### src/rtl/decimal_entry_peripheral_pkg.sv
`default_nettype none
// ---------------------------------------------------------------------------
// decimal_entry_peripheral_pkg : key codes, FSM states, saturation limits
// Rev 1.0
// ---------------------------------------------------------------------------
package decimal_entry_peripheral_pkg;

   localparam logic [3:0] KEY_NEG = 4'hA;
   localparam logic [3:0] KEY_BS  = 4'hB;
   localparam logic [3:0] KEY_CLR = 4'hC;
   localparam logic [3:0] KEY_ENT = 4'hE;

   localparam logic [31:0] POS_MAX = 32'h7FFF_FFFF;
   localparam logic [31:0] NEG_MIN = 32'h8000_0000;

   localparam int ACC_W = 34;

   typedef enum logic [1:0] {
      ENTRY   = 2'd0,
      CONVERT = 2'd1,
      DONE    = 2'd2
   } state_t;

endpackage
`default_nettype wire

### src/rtl/decimal_entry_peripheral_mac10.sv
`default_nettype none
// ---------------------------------------------------------------------------
// dec_mac10 : combinational acc*10 + digit using shift-add
// Rev 1.0
// ---------------------------------------------------------------------------
module dec_mac10
   import decimal_entry_peripheral_pkg::*;
(
   input  logic [ACC_W-1:0] i_acc,
   input  logic [3:0]       i_digit,
   output logic [ACC_W-1:0] o_result
);

   assign o_result = (i_acc << 3) + (i_acc << 1) + ACC_W'(i_digit);

endmodule
`default_nettype wire

### src/rtl/decimal_entry_peripheral.sv
`default_nettype none
// ---------------------------------------------------------------------------
// decimal_entry_peripheral : keypad BCD entry with signed binary conversion
// Rev 1.0
// ---------------------------------------------------------------------------
module decimal_entry_peripheral
   import decimal_entry_peripheral_pkg::*;
#(
   parameter int MAX_DIGITS = 10
) (
   input  logic                    clk,
   input  logic                    rst,
   input  logic                    key_valid,
   input  logic [3:0]              key_code,
   input  logic                    data_ack,
   output logic [4*MAX_DIGITS-1:0] entry_bcd,
   output logic [3:0]              entry_count,
   output logic                    entry_neg,
   output logic                    busy,
   output logic [31:0]             data_out,
   output logic                    data_valid,
   output logic                    overflow
);

   localparam int               BCD_W      = 4 * MAX_DIGITS;
   localparam logic [3:0]       c_max_cnt  = 4'(MAX_DIGITS);
   localparam logic [3:0]       c_last_idx = 4'(MAX_DIGITS - 1);
   localparam logic [ACC_W-1:0] c_pos_lim  = 34'd2147483647;
   localparam logic [ACC_W-1:0] c_neg_lim  = 34'd2147483648;

   state_t             r_state;
   state_t             w_next;
   logic [BCD_W-1:0]   r_bcd;
   logic [3:0]         r_count;
   logic               r_neg;
   logic [ACC_W-1:0]   r_acc;
   logic [3:0]         r_idx;
   logic [31:0]        r_dout;
   logic               r_valid;
   logic               r_ovf;

   logic [BCD_W-1:0]   w_bcd_sh;
   logic [3:0]         w_digit;
   logic [ACC_W-1:0]   w_mac;
   logic               w_last;
   logic               w_accept_digit;
   logic [31:0]        w_sat_val;
   logic               w_sat_ovf;

   assign w_bcd_sh       = r_bcd >> {r_idx, 2'b00};
   assign w_digit        = w_bcd_sh[3:0];
   assign w_last         = (r_idx == 4'd0);
   // leading zeros never enter the buffer so the digit count stays meaningful
   assign w_accept_digit = (r_count < c_max_cnt) && !((r_count == 4'd0) && (key_code == 4'd0));

   dec_mac10 u_mac (
      .i_acc    (r_acc),
      .i_digit  (w_digit),
      .o_result (w_mac)
   );

   always_comb begin
      w_sat_val = w_mac[31:0];
      w_sat_ovf = 1'b0;
      if (!r_neg) begin
         if (w_mac > c_pos_lim) begin
            w_sat_val = POS_MAX;
            w_sat_ovf = 1'b1;
         end
      end else if (w_mac > c_neg_lim) begin
         w_sat_val = NEG_MIN;
         w_sat_ovf = 1'b1;
      end else begin
         w_sat_val = 32'd0 - w_mac[31:0];
      end
   end

   always_comb begin
      w_next = r_state;
      case (r_state)
         ENTRY:   if (key_valid && (key_code == KEY_ENT)) w_next = CONVERT;
         CONVERT: if (w_last) w_next = DONE;
         DONE:    if (data_ack) w_next = ENTRY;
         default: w_next = ENTRY;
      endcase
   end

   always_ff @(posedge clk) begin
      if (rst) r_state <= ENTRY;
      else     r_state <= w_next;
   end

   always_ff @(posedge clk) begin
      if (rst) begin
         r_bcd   <= '0;
         r_count <= 4'd0;
         r_neg   <= 1'b0;
         r_acc   <= '0;
         r_idx   <= 4'd0;
         r_dout  <= 32'd0;
         r_valid <= 1'b0;
         r_ovf   <= 1'b0;
      end else begin
         case (r_state)
            ENTRY: begin
               if (key_valid) begin
                  if (key_code <= 4'd9) begin
                     if (w_accept_digit) begin
                        r_bcd   <= (r_bcd << 4) | BCD_W'(key_code);
                        r_count <= r_count + 4'd1;
                     end
                  end else begin
                     case (key_code)
                        KEY_NEG: r_neg <= ~r_neg;
                        KEY_BS: begin
                           if (r_count != 4'd0) begin
                              r_bcd   <= r_bcd >> 4;
                              r_count <= r_count - 4'd1;
                           end
                        end
                        KEY_CLR: begin
                           r_bcd   <= '0;
                           r_count <= 4'd0;
                           r_neg   <= 1'b0;
                        end
                        KEY_ENT: begin
                           r_acc <= '0;
                           r_idx <= c_last_idx;
                        end
                        default: ;
                     endcase
                  end
               end
            end
            CONVERT: begin
               r_acc <= w_mac;
               if (w_last) begin
                  r_dout  <= w_sat_val;
                  r_ovf   <= w_sat_ovf;
                  r_valid <= 1'b1;
               end else begin
                  r_idx <= r_idx - 4'd1;
               end
            end
            DONE: begin
               if (data_ack) begin
                  r_valid <= 1'b0;
                  r_ovf   <= 1'b0;
                  r_bcd   <= '0;
                  r_count <= 4'd0;
                  r_neg   <= 1'b0;
               end
            end
            default: ;
         endcase
      end
   end

   assign entry_bcd   = r_bcd;
   assign entry_count = r_count;
   assign entry_neg   = r_neg;
   assign busy        = (r_state != ENTRY);
   assign data_out    = r_dout;
   assign data_valid  = r_valid;
   assign overflow    = r_ovf;

endmodule
`default_nettype wire
### config.mk
export PLATFORM = sky130hd
export DESIGN_NAME = decimal_entry_peripheral
export DESIGN_NICKNAME = d
export VERILOG_FILES = /design/src/rtl/decimal_entry_peripheral_pkg.sv /design/src/rtl/decimal_entry_peripheral_mac10.sv /design/src/rtl/decimal_entry_peripheral.sv
export SDC_FILE = /design/constraint.sdc
export NUM_CORES = 1
export LEC_CHECK = 0
export ABC_AREA = 1
export CAP_MARGIN = 20
export CORE_ASPECT_RATIO = 1.4
export CORE_MARGIN = 1
export CORE_UTILIZATION = 23
export DETAILED_ROUTE_END_ITERATION = 7
export SLEW_MARGIN = 20
export SYNTH_ARGS = -nofsm -noshare
export SYNTH_HDL_FRONTEND = slang
export SYNTH_SLANG_ARGS = --single-unit
export TNS_END_PERCENT = 30
### constraint.sdc
create_clock -name clk -period 5.3 [get_ports clk]
set_clock_uncertainty 0.1 [all_clocks]
set_input_delay 1.06 -clock clk [delete_from_list [all_inputs] [get_ports clk]]
set_output_delay 1.06 -clock clk [all_outputs]
set_load 0.01 [all_outputs]
==> flow_summary_export.csv <==
group,metric,value,unit
pwr,power_density,232,nW/um^2
timing,finalSetupTns,0,ns
timing,timing.final.crit_share,91.9,%
worst_setup_path,path_common_cell,"nand2_1",
placed_design,gp_congestion,0.998,
placed_design,postPlaceCellArea,10700,um^2
worst_setup_path,arrival,5.10,ns
final_layout,drive_above_1_share,6.02,%
detailed_routing,first_iter_violations,518,
floorplan,dieArea,41400,um^2
final_layout,fin_util,28.2,%
min_path,hp-class,"reg2reg",
floorplan,ios,88,
worst_setup_path,critPathLaunchType,"flop",
pwr,power.total,2.62,mW
logic_synthesis,synthesis.area,9340,um^2
detailed_routing,drt_pre_antenna_iters,5,
timing,max_slew_margin,44.0,%
grt,antenna_found_initial,0,
detailed_routing,via_count,10085,
detailed_routing,ant_nets,0,
timing,hold_viol_final,0,
clocking,worst_skew_pair.late_latency,0.44,ns
grt,grt_max_degree,53,
floorplan,num_rows,87,
clocking,cts-hold-fix-buffers,0,
clocking,post-cts-setup-buffer-count,0,
floorplan,start_util,23.3,%
final_layout,final_common_cell,"nand2_1",
final_layout,syn2layout_area_growth,21.1,%
timing,worst_slew_pin_slew,0.835,ns
grt,grt-ovfl-total,0,
outcome,status,"complete, no violations",
clocking,clock-root-buffer,"clkbuf_16",
final_layout,final_cell_mix,"402 x nand2_1, 201 x inv_1, 165 x a21oi_1",
logic_synthesis,ys_seq_area_share,25.3,%
pwr,p_leak,5.34,nW
grt,grt_pass1_wl,52700,um
logic_synthesis,syn_inst,1520,
clocking,cts_tree,"yes",
detailed_routing,drc_errors,0,
logic_synthesis,synth_warnings,0,
floorplan,die_h,240,um
floorplan,core,40200,um^2
final_layout,final_area,11300,um^2
worst_setup_path,cp.required,5.53,ns
worst_setup_path,slowest_stage,"dfxtp_1",
logic_synthesis,ys_ff_latch,118,
placed_design,hpwl,24900,um
timing,setup_viol,0,
timing,final_max_slew_viol_count,0,
clocking,clock-sinks,118,
timing,fmax,205,MHz
detailed_routing,drt-total-wl,33200,um
floorplan,floorplan.die.width,172,um
clocking,htreeDepth,4,
grt,grt_pass1_vias,9968,
timing,min_period,4.87,ns
placed_design,place.port_buffers,87,
logic_synthesis,syn_avg_cell_area,6.14,um^2
placed_design,dpl_worst_slack,0.527,ns
clocking,clk_pin_slew,0.06,ns
final_layout,fillerInstances,4462,
worst_setup_path,criticalPathCategory,"reg2reg",
clocking,cts_buffer_depth,2,
detailed_routing,wire_per_inst,15.6,um
worst_setup_path,critical_path.endpoint_type,"flop",
logic_synthesis,synthDistinctLibCells,39,
pwr,ir_drop,0.259,mV
final_layout,diodes,0,
worst_setup_path,crit_fanout,19,
grt,grt_usage,16.5,%
timing,rsz0062_at_grt,"false",
logic_synthesis,syn_nets,1597,
final_layout,nNetsFinal,1660,
job,max-cap-violations,0,
worst_setup_path,slowest_delay,0.68,ns
clocking,cts_buffers,17,
timing,layout_setup_ws,0.432,ns
detailed_routing,via_per_inst,4.74,
## metrics by stage
step | hold slack, ns | cells
5_1_grt | 0.399 | 2129
4_1_cts | 0.374 | 2129
6_report | 0.375 | 2129
3_3_place_gp | 0.360 | 2098
3_5_place_dp | 0.363 | 2098
2_1_floorplan | 0.349 | 1520
## Yosys cell counts (all sizes together)
| master | instances | area [um^2] |
|---|---|---|
| fa | 2 | 40.0 |
| o22ai | 12 | 75.1 |
| nor2 | 149 | 627 |
| a21boi | 2 | 15.0 |
| buf | 13 | 90.1 |
| o21bai | 1 | 7.51 |
| nor4 | 3 | 18.8 |
| nand3b | 10 | 75.1 |
| o211a | 7 | 70.1 |
| dfxtp | 118 | 2360 |
| a21oi | 165 | 826 |
| xor2 | 20 | 175 |
| nand3 | 103 | 541 |
| o21ai | 106 | 531 |
| nand2 | 423 | 1640 |
| mux2i | 1 | 10.0 |
| and2 | 3 | 18.8 |
| nand4 | 17 | 113 |
| xnor2 | 10 | 87.6 |
| or2 | 2 | 12.5 |
| a211oi | 11 | 82.6 |
| a31oi | 3 | 18.8 |
| inv | 206 | 773 |
| and3 | 2 | 12.5 |
| clkinv | 6 | 22.5 |
| ha | 67 | 838 |
| clkbuf | 42 | 158 |
| a221o | 2 | 20.0 |
| nor3b | 1 | 7.51 |
| o211ai | 1 | 7.51 |
| nor3 | 12 | 65.1 |
## final timing paths
path	slack, ns	depth (start not counted)	start	endpoint
max	0.43	25	r_idx[1]	data_out[11]
min	0.37	2	data_valid	data_valid
min reg2reg	0.37	2	data_valid	data_valid
max reg2reg	0.43	25	r_idx[1]	data_out[11]
## critical path: cells and delay by family (launching register included)
kind | cells | cell delay [ns]
simple gates | 14 | 1.67
fa+ha+maj | 3 | 0.93
compound gates | 6 | 0.83
buf+inv | 2 | 0.53
flops | 1 | 0.68
## logic make-up after synthesis
| family | count (synthesis) | share of synthesized area (%) |
|---|---|---|
| simple gates | 725 | 33.5 |
| compound gates | 310 | 17.7 |
| buf+inv | 267 | 11.2 |
| flops | 118 | 25.3 |
| fa+ha+maj | 69 | 9.40 |
| xor+xnor | 30 | 2.81 |
| mux | 1 | 0.107 |
## routing by layer
metal	wire length, um	GRT usage, %	up-vias	share of wire (%)
met1	13300	17.7	4649	40
li1	-	-	5060	-
met3	1780	3.67	84	5.4
met4	1290	7.72	0	3.9
met5	0	0	-	0
met2	16800	30.2	292	51
## power breakdown
group / total (mW) / internal, mW / leakage [nW] / switching [mW]
Combinational: 0.477 / 0.190 / 4.10 / 0.286
Clock: 1.18 / 0.735 / 0.281 / 0.443
Sequential: 0.968 / 0.925 / 0.959 / 0.0431
## area by class of cell
class | instances | area [um^2] | share of cell area (%)
multi-input cells | 1135 | 5940 | 52.5
repair buffers | 99 | 956 | 8.45
flip-flops and latches | 118 | 2360 | 20.9
clock buffers | 23 | 488 | 4.32
inverters | 212 | 796 | 7.04
clock inverters | 8 | 97.6 | 0.863
well taps | 534 | 668 | 5.91
## repair_timing
item                                    CTS  global route
resized for setup                         0             1
endpoints found under the setup margin    0             1
endpoints found under the hold margin     0             0
## state kept, by name, indices dropped and copies added, names as in the netlist
name,cells
entry_count,4
r_idx,4
r_state,2
r_acc,33
entry_neg,1
overflow,1
data_out,32
entry_bcd,40
data_valid,1
(Power assumes the default switching activity.)
